`config.mk`:
```
export PLATFORM = sky130hd
export DESIGN_NAME = transmitter_control
export DESIGN_NICKNAME = d
export VERILOG_FILES = /design/src/rtl/transmitter_pkg.sv /design/src/rtl/transmitter_baud_counter.sv /design/src/rtl/transmitter_control.sv
export SDC_FILE = /design/constraint.sdc
export NUM_CORES = 1
export LEC_CHECK = 0
export BUFFER_PORTS_ARGS = -buffer_cell sky130_fd_sc_hd__buf_4
export CORE_UTILIZATION = 30
export CTS_BUF_LIST = sky130_fd_sc_hd__clkbuf_4
export DETAILED_ROUTE_END_ITERATION = 8
export PLACE_DENSITY = 0.49
export SLEW_MARGIN = 20
export SYNTH_ARGS = -nofsm -noshare
export SYNTH_HDL_FRONTEND = slang
export SYNTH_SLANG_ARGS = --single-unit
```
`constraint.sdc`:
```
create_clock -name i_clock -period 5.3 [get_ports i_clock]
set_input_delay 0.53 -clock i_clock [delete_from_list [all_inputs] [get_ports i_clock]]
set_output_delay 0.53 -clock i_clock [all_outputs]
set_load 0.02 [all_outputs]
```
`src/rtl/transmitter_pkg.sv`:
```
// Shared definitions for the UART transmit control path: FSM state encoding
// and the counter-width helper used by the baud and bit counters.
package transmitter_pkg;

  typedef enum logic [1:0] {
    StIdle  = 2'd0,
    StStart = 2'd1,
    StData  = 2'd2,
    StStop  = 2'd3
  } state_t;

  // A counter over 0..n-1 needs at least one bit, even when n is 1.
  function automatic int unsigned count_width(input int unsigned n);
    return (n <= 1) ? 1 : $clog2(n);
  endfunction

endpackage

```
`src/rtl/transmitter_baud_counter.sv`:
```
// Baud divider: counts 0..CLKS_PER_BIT-1 and flags the last cycle of each bit period.
module transmitter_baud_counter
  import transmitter_pkg::*;
#(
  parameter int unsigned CLKS_PER_BIT = 16
) (
  input  logic i_clock,
  input  logic i_reset,
  input  logic i_clear,
  input  logic i_enable,
  output logic o_equal
);

  localparam int unsigned Width = count_width(CLKS_PER_BIT);
  localparam logic [Width-1:0] LastCount = Width'(CLKS_PER_BIT - 1);

  logic [Width-1:0] count_q, count_d;

  always_comb begin
    count_d = count_q;
    if (i_clear) begin
      count_d = '0;
    end else if (i_enable) begin
      count_d = (count_q == LastCount) ? '0 : count_q + 1'b1;
    end
  end

  always_ff @(posedge i_clock or posedge i_reset) begin
    if (i_reset) begin
      count_q <= '0;
    end else begin
      count_q <= count_d;
    end
  end

  assign o_equal = (count_q == LastCount);

endmodule

```
`src/rtl/transmitter_control.sv`:
```
// UART transmit sequencer: accepts a byte, holds it for the frame and walks
// START/DATA/STOP, owning all bit timing for the downstream shifter.
module transmitter_control
  import transmitter_pkg::*;
#(
  parameter int unsigned DATA_WIDTH   = 8,
  parameter int unsigned CLKS_PER_BIT = 16,
  parameter int unsigned STOP_BITS    = 1
) (
  input  logic                  i_clock,
  input  logic                  i_reset,
  input  logic                  i_valid,
  input  logic [DATA_WIDTH-1:0] i_data,
  output logic                  o_ready,
  output logic [DATA_WIDTH-1:0] o_value,
  output logic                  o_state_is_START,
  output logic                  o_state_is_DATA,
  output logic                  o_equal,
  output logic                  o_busy,
  output logic                  o_done
);

  localparam int unsigned BitWidth = $clog2(DATA_WIDTH + 1);
  localparam logic [BitWidth-1:0] LastData = BitWidth'(DATA_WIDTH - 1);
  localparam logic [BitWidth-1:0] LastStop = BitWidth'(STOP_BITS - 1);

  state_t                state_q, state_d;
  logic [BitWidth-1:0]   bit_cnt_q, bit_cnt_d;
  logic [DATA_WIDTH-1:0] value_q, value_d;
  logic                  baud_equal;
  logic                  idle;

  assign idle = (state_q == StIdle);

  // Every state exit coincides with a baud wrap, so clearing in IDLE is
  // enough to start each state at count 0.
  transmitter_baud_counter #(
    .CLKS_PER_BIT(CLKS_PER_BIT)
  ) u_baud (
    .i_clock (i_clock),
    .i_reset (i_reset),
    .i_clear (idle),
    .i_enable(!idle),
    .o_equal (baud_equal)
  );

  assign o_equal = !idle && baud_equal;

  always_comb begin
    state_d   = state_q;
    bit_cnt_d = bit_cnt_q;
    value_d   = value_q;
    case (state_q)
      StIdle: begin
        if (i_valid) begin
          state_d   = StStart;
          bit_cnt_d = '0;
          value_d   = i_data;
        end
      end
      StStart: begin
        if (o_equal) begin
          state_d   = StData;
          bit_cnt_d = '0;
        end
      end
      StData: begin
        if (o_equal) begin
          if (bit_cnt_q == LastData) begin
            state_d   = StStop;
            bit_cnt_d = '0;
          end else begin
            bit_cnt_d = bit_cnt_q + 1'b1;
          end
        end
      end
      StStop: begin
        if (o_equal) begin
          if (bit_cnt_q == LastStop) begin
            state_d   = StIdle;
            bit_cnt_d = '0;
          end else begin
            bit_cnt_d = bit_cnt_q + 1'b1;
          end
        end
      end
      default: begin
        state_d   = StIdle;
        bit_cnt_d = '0;
      end
    endcase
  end

  always_ff @(posedge i_clock or posedge i_reset) begin
    if (i_reset) begin
      state_q   <= StIdle;
      bit_cnt_q <= '0;
      value_q   <= '0;
    end else begin
      state_q   <= state_d;
      bit_cnt_q <= bit_cnt_d;
      value_q   <= value_d;
    end
  end

  assign o_ready          = idle;
  assign o_busy           = !idle;
  assign o_value          = value_q;
  assign o_state_is_START = (state_q == StStart);
  assign o_state_is_DATA  = (state_q == StData);
  assign o_done           = (state_q == StStop) && o_equal && (bit_cnt_q == LastStop);

endmodule

```
After elaboration in Yosys (flattened, before gate mapping)
Cells that the tools add are included.

word-level totals
  bits in read-only memories = 0
  output and inout port bits = 14
  memories = 0
  latch bits = 0
  bits in registers = 18
  bits in writable memories = 0

cells by class
  div/mod/pow operators = 0
  eq/ne operators = 11
  add/sub/neg operators = 2
  magnitude comparators = 0
  bitwise gates (word level) = 0
  reductions and logical operators = 9
  multiplexer cells = 16
  shift-type cells = 0
  $mul = 0

operators by type and width
  operator                                        count
  two-way mux 4 bit                               8
  one-hot mux 4 bit (4 select lines)              1
  two-way mux 2 bit                               6
  adder 4 x 1 -> 4 bit (second input constant)    2
  one-hot mux 2 bit (4 select lines)              1
  != test 2 x 1 -> 1 bit (second input constant)  3
  != test 2 bit (second input constant)           3
  AND reduction 6 bit                             1
  == test 2 bit (second input constant)           2
  == test 4 x 3 -> 1 bit (second input constant)  1
  == test 4 bit (second input constant)           1
  logical NOT 4 bit                               1
  AND reduction 4 bit                             1
  logical AND 1 bit                               3
  == test 2 x 1 -> 1 bit (second input constant)  1
  logical NOT 2 bit                               1
  AND reduction 2 bit                             1
  logical NOT 1 bit                               1

Longest topological paths before layout
  depth after elaboration = 5
  depth in mapped cells = 7

By module
A second synthesis with hierarchy kept.

second synthesis, totals
  cells, all modules = 89
  area, all modules = 974.7 sq um

by module, submodules not included
  module                    area each (sq um)  cells each  times used  sequential area each (sq um)
  transmitter_control       764.5              68          1           350.3
  transmitter_baud_counter  210.2              21          1           100.1

Worst setup path after synthesis
No wires, ideal clock.

  kind = reg-to-output
  start = register state_q[0]
  end = output port o_done
  arrival = 1810 ps
  path slack = 2960 ps
  required time = 4770 ps
  stages on the path, launching flop included = 6
  cell sequence = dfrtp_1 -> inv_1 -> ha_1 -> buf_6 -> nand4b_1 -> nor4_1

on the way
  longest elaborated chain between the ends = 5

ends and longest elaborated chain
  item                             line                        source
  start: declaration               transmitter_control.sv:27   state_t state_q, state_d;
  start signal: assignment         transmitter_control.sv:96   state_q <= StIdle;
  start signal: assignment         transmitter_control.sv:100  state_q <= state_d;
  logical NOT 2 bit                transmitter_control.sv:33   assign idle = (state_q == StIdle);
  net o_ready                      transmitter_control.sv:14   output logic o_ready,
  logical NOT 1 bit                transmitter_control.sv:47   assign o_equal = !idle && baud_equal;
  logical AND 1 bit                transmitter_control.sv:47
  logical AND 1 bit (2 in series)  transmitter_control.sv:111  assign o_done = (state_q == StStop) && o_equal && (bit_cnt_q == LastStop);
  end: declaration                 transmitter_control.sv:20   output logic o_done

The timed path passes the listed nets, and every way through them passes these cells.

Final worst setup path
  start = register state_q[0]
  end = output port o_done

on the way
  longest elaborated chain between the ends = 5

ends and longest elaborated chain
  item                               line
  logical NOT 2 bit                  transmitter_control.sv:33
  logical NOT 1 bit                  transmitter_control.sv:47
  logical AND 1 bit                  transmitter_control.sv:47
  logical AND 1 bit * (2 in series)  transmitter_control.sv:111

Mark *: on every way between the ends. The rest lies on a longest branch, timed or not.

==> metrics.txt <==
final setup fails=0; clock sink total=18; leading cell type in the layout, fill and taps excluded=buf_4; Sw Ratio=0.2177; aggregate global routing overflow=0; NumNets Final=127; sequential area share after synthesis=0.4694; minimum clock period=2404 ps; Via Count=676; syn nets=99; Post-CTS Resized=0; path category of the worst min-delay check=in -> async; Core ar.=3053 µm²; I/O pins=25; max cap viols=0; CP startpoint kind=register; Die X=58.56 µm; pwr/cell area=178.9 nW/µm²; largest net degree at the start of global routing=19; DIE AREA=3429 µm²; crit-path max FO=9; # hold bufs at CTS=0; per-cell routed wire length=11.52 µm; GP Congestion=0.6643; Max Clock Skew=0.8096 ps; Worst slew margin=0.5221; Post-CTS Setup Inserts=0; Reg2Reg Capture Point=state_q[1]; # rows=20; synth warn=0; root buffer cell=clkbuf_4; final number of hold-violating endpoints=0; Final Max Tran Viols=0; clock share of power=0.326; Syn Area/Cell=12.00 µm²; First-pass DRT Iterations=4; initial antenna violation count=0; clk_lat worst skew=290 ps; Clk pin slew, worst setup/hold paths=110 ps; reg-to-reg critical path startpoint=state_q[0]; number of synthesized register bits=18; vias per std cell=4.477; layout cell share with drive strength beyond 1=0.3832; internal power=0.1693 mW; vias in the first global route=634; critical path type=reg -> out; FMAX=416.0 MHz; worst slew pin tran=716.0 ps; Comb power frac=0.040; CP startpoint=state_q[0]; clock buffer count from CTS=3; first-pass GRT wire length=2.815 mm; # DRC=0; CP required=4770 ps; FF-to-FF path depth=5; HPWL reported at the end of detailed placement=1.334 mm; Max Buffers Root-to-Sink=2; all-layer global routing usage=0.1123; Switching Power=0.04712 mW; Post-Syn Instances=80; Worst Setup EP=o_done; distinct cell type count of the synthesized netlist=28; IO Port Bufs=24; starting density of the core=0.3143; post-route ant nets=0; RSZ-0062 raised after global routing=false; Seq pwr share=0.634; Leak=0.5893 nW; status=completed; commonest cells after routing, fill and taps aside=buf_4 (24), dfrtp_1 (18), inv_1 (9); final WL=1.739 mm; die height=58.56 µm; CP arrival=1870 ps; CTS tree=done; setup TNS=0 ps; flop-to-flop setup slack=3340 ps; DR iter-0 viols=20; CP Capture Type=primary output; Syn-to-layout area delta=26.08%; synthesized area=959.7 µm²; fin crit share=0.4536; diode count=0; total number of H-tree levels=1; peak supply drop=64.65 µV; post-layout util=0.3963
==> registers in the layout (all words and copies together), names as in the netlist <==
register,flops
bit_cnt_q,4
u_baud.count_q,4
state_q,2
o_value,8
==> how the worst min path moves through the flow <==
stage	to	cells past startpoint	from	slack, ps
final	o_value[5]	2	i_reset	350
after global routing	u_baud.count_q[2]	2	i_reset	400
after CTS	o_value[4]	2	i_reset	370
after detailed placement	o_value[0]	1	o_value[0]	500
after global placement	o_value[0]	1	o_value[0]	490
after floorplan	u_baud.count_q[0]	1	u_baud.count_q[0]	450
==> layout make-up <==
class	instances	area, µm²
inverter	9	33.78
tap	44	55.05
clock buffer	3	22.52
multi-input combinational	52	464.2
sequential	18	450.4
timing repair buffer	24	180.2
fill	324	1843
clock inverter	1	3.754
==> critical path, stage by stage (launching register included) <==
cell	delay, ps
dfrtp_1	400
inv_1	100
ha_1	310
nand4b_1	290
nor4_1	290
buf_4	190
==> cells in the mapped netlist, drive strengths merged <==
cell type,instances,area share
a21oi,3,0.016
a311oi,1,0.0091
buf,1,0.012
dfrtp,18,0.47
ha,8,0.10
inv,9,0.035
mux2,9,0.11
mux2i,1,0.010
nand2,4,0.016
nand2b,2,0.021
nand3,1,0.0052
nand4b,2,0.018
nor2,4,0.023
nor2b,2,0.021
nor3,2,0.022
nor4,1,0.0065
nor4b,1,0.016
nor4bb,1,0.010
o21ai,6,0.031
o22ai,1,0.0065
o41a,1,0.022
or4b,1,0.010
xnor2,1,0.0091
==> power by group through the flow <==
stage / Clock (mW) / Combinational (mW) / Sequential (mW)
after global routing: 0.0825 / 0.00967 / 0.137
after detailed placement: 0 / 0.00915 / 0.140
final: 0.0705 / 0.00866 / 0.137
after CTS: 0.0771 / 0.00916 / 0.137
after global placement: 0 / 0.00884 / 0.140
after floorplan: 0 / 0.00214 / 0.140
==> kinds of logic (layout without fill, tap and decap cells) <==
logic type,Yosys count,in the layout,share of synthesized area
AND/OR/NAND/NOR,21,21,0.1695
flip-flops,18,18,0.4694
AO/OA/AOI/OAI,12,12,0.08475
multiplexers,10,10,0.1160
buffers and inverters,10,37,0.04693
adder cells (fa/ha/maj),8,8,0.1043
XOR/XNOR,1,1,0.009128
==> metal layers <==
| layer | vias to the layer above | global-route usage | part of all wire |
|---|---|---|---|
| li1 | 335 | - | - |
| met4 | 0 | 0.07143 | 0.011 |
| met2 | 12 | 0.1724 | 0.48 |
| met3 | 2 | 0.01978 | 0.032 |
| met1 | 327 | 0.1462 | 0.47 |
| met5 | - | 0 | 0 |
==> per-stage QoR <==
| stage | total power [mW] | hold slack (ps) | worst slack, ps | std cells | cell area, µm² |
|---|---|---|---|---|---|
| global route | 0.2295 | 395.9 | 2672 | 151 | 1210 |
| CTS | 0.2235 | 372.0 | 2842 | 151 | 1210 |
| detailed placement | 0.1491 | 495.3 | 3191 | 147 | 1184 |
| global placement | 0.1488 | 490.6 | 3275 | 147 | 1184 |
| finish | 0.2164 | 346.7 | 2896 | 151 | 1210 |
| floorplan | 0.1421 | 454.9 | 2960 | 80 | 959.7 |
(Power assumes the default switching activity.)
